--- src/rtl/prog_loader_pkg.sv ---
// ============================================================================
// Module      : prog_loader_pkg
// Description : Shared state encoding, error codes and frame-size constants
//               for the program loader.
// Revision    : 1.0 - initial release
// ============================================================================
`default_nettype none

package prog_loader_pkg;

   typedef enum logic [3:0] {
      S_IDLE   = 4'd0,
      S_HDR_HI = 4'd1,
      S_HDR_LO = 4'd2,
      S_DATA   = 4'd3,
      S_WRITE  = 4'd4,
      S_CSUM   = 4'd5,
      S_DONE   = 4'd6,
      S_ERROR  = 4'd7
   } state_t;

   localparam logic [1:0] c_err_none    = 2'b00;
   localparam logic [1:0] c_err_count   = 2'b01;
   localparam logic [1:0] c_err_csum    = 2'b10;
   localparam logic [1:0] c_err_timeout = 2'b11;

   localparam int HDR_BYTES  = 2;
   localparam int WORD_BYTES = 4;

endpackage

`default_nettype wire

--- src/rtl/prog_loader_word_packer.sv ---
// ============================================================================
// Module      : word_packer
// Description : Big-endian 8-to-32 shift register with byte counter, running
//               XOR checksum and a one-cycle word_full flag.
// Revision    : 1.0 - initial release
// ============================================================================
`default_nettype none

module word_packer
   import prog_loader_pkg::*;
(
   input  logic        clk,
   input  logic        rst,
   input  logic        clear,
   input  logic        byte_en,
   input  logic [7:0]  byte_in,
   output logic [31:0] word,
   output logic [7:0]  csum,
   output logic        last_byte,
   output logic        word_full
);

   logic [1:0]  r_cnt;
   logic [31:0] r_word;
   logic [7:0]  r_csum;
   logic        r_full;

   always_ff @(posedge clk) begin
      if (rst || clear) begin
         r_cnt  <= 2'd0;
         r_word <= 32'd0;
         r_csum <= 8'd0;
         r_full <= 1'b0;
      end else if (byte_en) begin
         r_word <= {r_word[23:0], byte_in};
         r_csum <= r_csum ^ byte_in;
         r_cnt  <= r_cnt + 2'd1;
         r_full <= (r_cnt == 2'(WORD_BYTES - 1));
      end else begin
         r_full <= 1'b0;
      end
   end

   assign word      = r_word;
   assign csum      = r_csum;
   assign last_byte = (r_cnt == 2'(WORD_BYTES - 1));
   assign word_full = r_full;

endmodule

`default_nettype wire

--- src/rtl/prog_loader.sv ---
// ============================================================================
// Module      : prog_loader
// Description : Receives a counted, checksummed byte frame and writes it as
//               32-bit words into instruction memory while holding the CPU.
// Revision    : 1.0 - initial release
// ============================================================================
`default_nettype none

module prog_loader
   import prog_loader_pkg::*;
#(
   parameter int ADDR_W  = 10,
   parameter int TIMEOUT = 1000000
) (
   input  logic              CLK,
   input  logic              reset,
   input  logic              start,
   input  logic              byte_valid,
   input  logic [7:0]        byte_data,
   output logic              byte_ready,
   output logic              mem_we,
   output logic [ADDR_W-1:0] mem_addr,
   output logic [31:0]       mem_wdata,
   output logic              cpu_hold,
   output logic              busy,
   output logic              done,
   output logic              error,
   output logic [1:0]        err_code
);

   localparam int          c_tmo_w     = $clog2(TIMEOUT + 1);
   localparam logic [31:0] c_max_words = 32'd1 << ADDR_W;

   state_t               r_state, w_next;
   logic [15:0]          r_count;
   logic [ADDR_W:0]      r_word_idx;
   logic [c_tmo_w-1:0]   r_idle;
   logic [1:0]           r_err_code, w_err_code;
   logic                 w_ready, w_accept, w_clear, w_pk_en, w_timeout;
   logic                 w_bad_count, w_last_word;
   logic [15:0]          w_n;
   logic [31:0]          w_word;
   logic [7:0]           w_csum;
   logic                 w_last_byte, w_full;

   word_packer u_packer (
      .clk       (CLK),
      .rst       (reset),
      .clear     (w_clear),
      .byte_en   (w_pk_en),
      .byte_in   (byte_data),
      .word      (w_word),
      .csum      (w_csum),
      .last_byte (w_last_byte),
      .word_full (w_full)
   );

   assign w_ready  = (r_state == S_HDR_HI) || (r_state == S_HDR_LO) ||
                     (r_state == S_DATA)   || (r_state == S_CSUM);
   assign w_accept = byte_valid && w_ready;

   // A stall of TIMEOUT consecutive ready-but-idle cycles aborts the load.
   assign w_timeout   = !w_accept && (32'(r_idle) == 32'(TIMEOUT - 1));
   assign w_n         = {r_count[15:8], byte_data};
   assign w_bad_count = (w_n == 16'd0) || (32'(w_n) > c_max_words);
   assign w_last_word = (32'(r_word_idx) + 32'd1 == 32'(r_count));

   always_ff @(posedge CLK) begin
      if (reset) r_state <= S_IDLE;
      else       r_state <= w_next;
   end

   always_comb begin
      w_next     = r_state;
      w_err_code = r_err_code;
      w_clear    = 1'b0;
      w_pk_en    = 1'b0;
      mem_we     = 1'b0;
      busy       = 1'b0;
      cpu_hold   = 1'b1;
      case (r_state)
         S_IDLE, S_DONE, S_ERROR: begin
            cpu_hold = (r_state != S_DONE);
            if (start) begin
               w_next     = S_HDR_HI;
               w_clear    = 1'b1;
               w_err_code = c_err_none;
            end
         end
         S_HDR_HI: begin
            busy = 1'b1;
            if (w_accept) begin
               w_next = S_HDR_LO;
            end else if (w_timeout) begin
               w_next     = S_ERROR;
               w_err_code = c_err_timeout;
            end
         end
         S_HDR_LO: begin
            busy = 1'b1;
            if (w_accept) begin
               if (w_bad_count) begin
                  w_next     = S_ERROR;
                  w_err_code = c_err_count;
               end else begin
                  w_next = S_DATA;
               end
            end else if (w_timeout) begin
               w_next     = S_ERROR;
               w_err_code = c_err_timeout;
            end
         end
         S_DATA: begin
            busy = 1'b1;
            if (w_accept) begin
               w_pk_en = 1'b1;
               if (w_last_byte) w_next = S_WRITE;
            end else if (w_timeout) begin
               w_next     = S_ERROR;
               w_err_code = c_err_timeout;
            end
         end
         S_WRITE: begin
            busy   = 1'b1;
            mem_we = w_full;
            w_next = w_last_word ? S_CSUM : S_DATA;
         end
         S_CSUM: begin
            busy = 1'b1;
            if (w_accept) begin
               if (byte_data == w_csum) begin
                  w_next = S_DONE;
               end else begin
                  w_next     = S_ERROR;
                  w_err_code = c_err_csum;
               end
            end else if (w_timeout) begin
               w_next     = S_ERROR;
               w_err_code = c_err_timeout;
            end
         end
         default: w_next = S_IDLE;
      endcase
   end

   always_ff @(posedge CLK) begin
      if (reset) begin
         r_count    <= 16'd0;
         r_word_idx <= '0;
         r_idle     <= '0;
         r_err_code <= c_err_none;
      end else begin
         r_err_code <= w_err_code;
         if (w_clear) begin
            r_count    <= 16'd0;
            r_word_idx <= '0;
            r_idle     <= '0;
         end else begin
            if (w_accept && r_state == S_HDR_HI) r_count[15:8] <= byte_data;
            if (w_accept && r_state == S_HDR_LO) r_count[7:0]  <= byte_data;
            if (mem_we)        r_word_idx <= r_word_idx + 1'b1;
            if (w_accept)      r_idle     <= '0;
            else if (w_ready)  r_idle     <= r_idle + 1'b1;
         end
      end
   end

   assign byte_ready = w_ready;
   assign mem_addr   = r_word_idx[ADDR_W-1:0];
   assign mem_wdata  = w_word;
   assign done       = (r_state == S_DONE);
   assign error      = (r_state == S_ERROR);
   assign err_code   = r_err_code;

endmodule

`default_nettype wire

--- config.mk ---
export PLATFORM = sky130hd
export DESIGN_NAME = prog_loader
export DESIGN_NICKNAME = d
export VERILOG_FILES = /design/src/rtl/prog_loader_pkg.sv /design/src/rtl/prog_loader_word_packer.sv /design/src/rtl/prog_loader.sv
export SDC_FILE = /design/constraint.sdc
export NUM_CORES = 1
export LEC_CHECK = 0
export BUFFER_PORTS_ARGS = -buffer_cell sky130_fd_sc_hd__buf_4
export CAP_MARGIN = 25
export CORE_MARGIN = 8
export CORE_UTILIZATION = 40
export DETAILED_ROUTE_END_ITERATION = 10
export HOLD_SLACK_MARGIN = 0.1
export SLEW_MARGIN = 0
export SYNTH_ARGS = -nofsm -noshare
export SYNTH_HDL_FRONTEND = slang
export SYNTH_SLANG_ARGS = --single-unit
--- constraint.sdc ---
create_clock -name CLK -period 2.7 [get_ports CLK]
set_input_delay 0.27 -clock CLK [delete_from_list [all_inputs] [get_ports CLK]]
set_output_delay 0.27 -clock CLK [all_outputs]
set_load 0.1 [all_outputs]
# --- After elaboration in Yosys (flattened, before gate mapping) ---
# Index checks and enable logic that the tools add are counted.
# Widths: inputs -> output; s select.
totals:
  ff_bits: 96
  wordCells: 81
  inputBits: 12
  output_inout_bits: 50
classes:
  n_lt_le_gt_ge: 1
  n_mux: 26
  bitwise_logic: 2
  eq_ne: 17
  add_sub_neg: 4
  n_reduce_logical: 21
ops:
  columns: ["operator", "n"]
  rows:
  - ["$mux 4", 7]
  - ["$pmux 4 s6", 1]
  - ["$add 20x1->20 const B", 1]
  - ["$eq 20x20->1 const B", 1]
  - ["$eq 12x16->1", 1]
  - ["$eq 4x3->1 const B", 4]
  - ["$gt 16x11->1 const B", 1]
  - ["$logic_not 16->1", 1]
  - ["$mux 2", 7]
  - ["$add 11x1->12 const B", 1]
  - ["$add 11x1->11 const B", 1]
  - ["$eq 4x2->1 const B", 2]
  - ["$eq 8x8->1", 1]
  - ["$mux 1", 8]
  - ["$pmux 2 s4", 1]
  - ["$xor 8x8->8", 1]
  - ["$mux 3", 2]
  - ["$ne 3x3->1 const B", 2]
  - ["$reduce_or 2->1", 3]
  - ["$reduce_or 3->1", 2]
  - ["$logic_or 1x1->1", 5]
  - ["$reduce_and 5->1", 1]
  - ["$reduce_or 5->1", 1]
  - ["$eq 4x1->1 const B", 1]
  - ["11 further kinds", 15]

# --- Longest topological paths before layout ---
logic_depth:
  ltp_word: 10
  ltp_mapped: 8
  depth_no_buf: 7

# --- Hierarchy ---
# From an unflattened synthesis, not the netlist that was laid out.
hier_totals:
  cells_unflattened: 521
  area_unflattened_um2: 4644.5
by_module_without_submodules:
  columns: ["mod", "cells_each", "n_inst", "seq_area_each_um2", "area_each_um2"]
  rows:
  - ["prog_loader", 371, 1, 1061.0, 2984.1]
  - ["word_packer", 150, 1, 860.8, 1660.3]

# --- Worst setup path after synthesis ---
# Ideal clock, no wire load.
synth_timing:
  path_type: "flip-flop to output port"
  startpoint: "register r_state[1]"
  endpoint: "output port error"
  slack_ns: -0.208
  stages_incl_launch_ff: 4
  required_ns: 2.430
  arrival_time_ns: 2.638
  path_cell_list: "dfxtp_1 -> buf_2 -> nand2_1 -> nor3_1"
synth_between:
  elab_chain_len: 1
synth_lines:
  columns: ["item", "line", "rtl"]
  rows:
  - ["start: declaration", "prog_loader.sv:34", "state_t r_state, w_next;"]
  - ["start signal: assignment", "prog_loader.sv:70", "else r_state <= w_next;"]
  - ["$eq 4x3->1", "prog_loader.sv:172", "assign error = (r_state == S_ERROR);"]
  - ["end: declaration", "prog_loader.sv:27", "output logic error,"]
# Every way passes these cells.

# --- Worst setup path after layout ---
layout_timing:
  startpoint: "register r_state[2]"
  endpoint: "output port mem_we"
layout_between:
  elab_chain_len: 2
layout_lines:
  columns: ["item", "line", "rtl"]
  rows:
  - ["$eq 4x3->1", "prog_loader.sv:81", "case (r_state)"]
  - ["$mux 1", "prog_loader.sv:81", null]
  - ["end: declaration", "prog_loader.sv:21", "output logic mem_we,"]
# Every way passes these cells.

==> results.cfg <==
[final_layout]
layout-drive-gt1-share_pct = 15.9
final_cell_count_no_fill = 736
n_antenna_cell = 0
stdcell_area_um2 = 5120
syn2layout_area_growth_pct = 15.4
fillers = 1088
fin_nets = 606

[hold_path]
whs_path_depth = 2
hold-path-endpoint = r_state[0]
hold_path_class = input pin to flip-flop
min_from = reset

[placement]
place_area_um2 = 4940
pre_cts_ws_ps = 416
port_buffers = 61
dp_hpwl_um = 7760
dp_cells = 720
gp_congestion = 0.794

[setup_path]
worst_ep_required_time_ps = 2430
worst-setup-path-type = flip-flop to primary output
arrival_ps = 2140
startpoint_type = flip-flop
r2r_cells = 5
cp-end-kind = primary output
r2r_slack_ps = 420
r2r-end = err_code[0]
r2r_start = r_state[1]
crit_fanout = 12

[clock_network]
hold_buffers = 0
cts_buffers = 9
tritoncts = yes
path_clk_slew_ps = 80
cts_max_level = 3
post-cts-setup-buffers = 0
cts_max_path_buffers = 2
ctsResizeCount = 0
cts_sinks = 96
clock_latency_ps = 370
clock-root-buffer = clkbuf_8

[floorplanning]
die_height_um = 121
core_um2 = 10800
die_area_um2 = 14700
ios = 62
rows = 38
start_util_pct = 40.9
die_w_um = 121

[drt]
routed_wl_um = 10500
dr.pass1.iters = 4
final_antenna_net_count = 0
num_vias = 3732
drc = 0
wl_per_cell_um = 14.3
vias_per_cell = 5.07
drtIter0Drc = 131

[power_and_ir_drop]
worst_ir_drop_vdd_mv = 0.248
p_leak_nw = 1.84
powerDensity_nw_per_um2 = 483

[synth]
ys_warn_count = 0
synthCells = 547
yosys.area_share.simple_pct = 25.3
synth-main-ff-cell = dfxtp_1
syn-cell-area_um2 = 4440
synth_compound_area_share_pct = 11.2
synth_edf_count = 0
synthMuxAreaShare_pct = 1.80
synth_xor_area_share_pct = 12.0
synth-adder-area-share_pct = 0.846
yosysUniqueCellTypes = 51
seq_area_frac_synth_pct = 43.3
synth_top_family_by_area = simple AND/OR/NAND/NOR gates
synth.avg_cell_area_um2 = 8.11
synth-seq-cells = 96
mappedNetlistNets = 562
async_reset_ff_share_pct = 0

[grt]
grt_first_pass_wirelength_um = 18000
overflow = 0
groute.usage.overall_pct = 15.0
grt_pass1_vias = 3709
grt_start_max_net_pins = 44
antenna_found_initial = 0

[sta]
min_period_ps = 2410
clock_skew_ps = 9.83
fin_setup_tns_ps = 0
slew_viol_final = 0
layout_setup_ws_ps = 292
worst_pin_slew_ps = 605
max_freq_mhz = 415
post-route-period-util_pct = 89.2
maxSlewHeadroom_pct = 59.4
finalSetupViolCount = 0
fin_hold_ws_ps = 182
rsz0062_at_grt = no
hold_viol = 0

[status]
status = finished clean

[run]
maxCapViolations = 0
-- kinds of logic (layout without fill, tap and decap cells) --
kind of cell             after synthesis  after routing
AND/OR/NAND/NOR                      246            246
XOR/XNOR                              61             61
buffers and inverters                 48             97
multiplexers                           8              8
AO/OA/AOI/OAI                         84             84
flip-flops                            96             96
adder cells (fa/ha/maj)                3              3
other                                  1              1
-- cell type report --
| type | instances | area, um^2 | area share (%) |
|---|---|---|---|
| well taps | 140 | 175 | 3.42 |
| flip-flops and latches | 96 | 1920 | 37.5 |
| inverters | 13 | 48.8 | 0.953 |
| repair buffers | 68 | 510 | 9.97 |
| clock inverters | 4 | 45.0 | 0.880 |
| multi-input cells | 403 | 2280 | 44.6 |
| clock buffers | 12 | 135 | 2.64 |
-- critical path: stages, from the launching register on --
cell and delay, ps:
dfxtp_1 560, nor4b_2 390, nand2_1 300, inv_1 210, buf_4 320
-- synth_stat cells, types with 7 or more instances --
cell      number  area share [%]
clkbuf_1       7            0.59
nor2_1        68             5.8
nand3_1       26             2.9
and3_1         7            0.99
dfxtp_1       96              43
xor2_1        22             4.3
buf_4         10             1.7
inv_1         12             1.0
buf_2         17             1.9
a21oi_1       49             5.5
o21ai_0       10             1.1
nor3_1        10             1.1
nand2_1       97             8.2
xnor2_1       39             7.7
mux2i_1        8             1.8
-- stage by stage --
| step | total power, mW | util, % |
|---|---|---|
| CTS | 2.51 | 47.2 |
| finish | 2.47 | 47.2 |
| detailed placement | 1.60 | 45.6 |
| global placement | 1.60 | 45.6 |
| floorplan | 1.55 | - |
| global route | 2.58 | 47.2 |
-- registers in the layout (all words and copies together) (netlist names) --
register	flops
r_count	16
r_word_idx	11
r_state	4
u_packer.csum	8
u_packer.word	32
err_code	2
r_idle	20
u_packer.r_cnt	2
u_packer.word_full	1
-- power breakdown --
group | switching [mW] | internal (mW)
logic | 0.0919 | 0.0430
clock network | 0.483 | 0.425
registers | 0.00925 | 1.42
total | 0.584 | 1.89
-- layer usage --
layer	global-route usage [%]	wire [um]
met5	0	0
met1	18.0	4780
met3	4.65	616
met2	23.9	4930
met4	7.25	223
-- placed cells by master, fill, tap and decap left out, types with 10 or more instances in the layout --
master / count
nand2_1: 97
dfxtp_1: 96
buf_4: 68
nor2_1: 67
a21oi_1: 49
xnor2_1: 39
nand3_1: 26
xor2_1: 22
inv_1: 12
o21ai_0: 10
-- worst max path at each step --
stage | to | start | slack [ps] | cells past startpoint
2_1_floorplan | r_idle[3] | r_state[1] | 160 | 6
3_3_place_gp | r_state[1] | r_word_idx[0] | 510 | 7
3_5_place_dp | err_code[0] | r_state[1] | 420 | 5
4_1_cts | mem_we | r_state[2] | 260 | 4
5_1_grt | mem_we | r_state[2] | 110 | 4
6_report | mem_we | r_state[2] | 290 | 4
No activity file was read; power rests on OpenSTA's default activity.
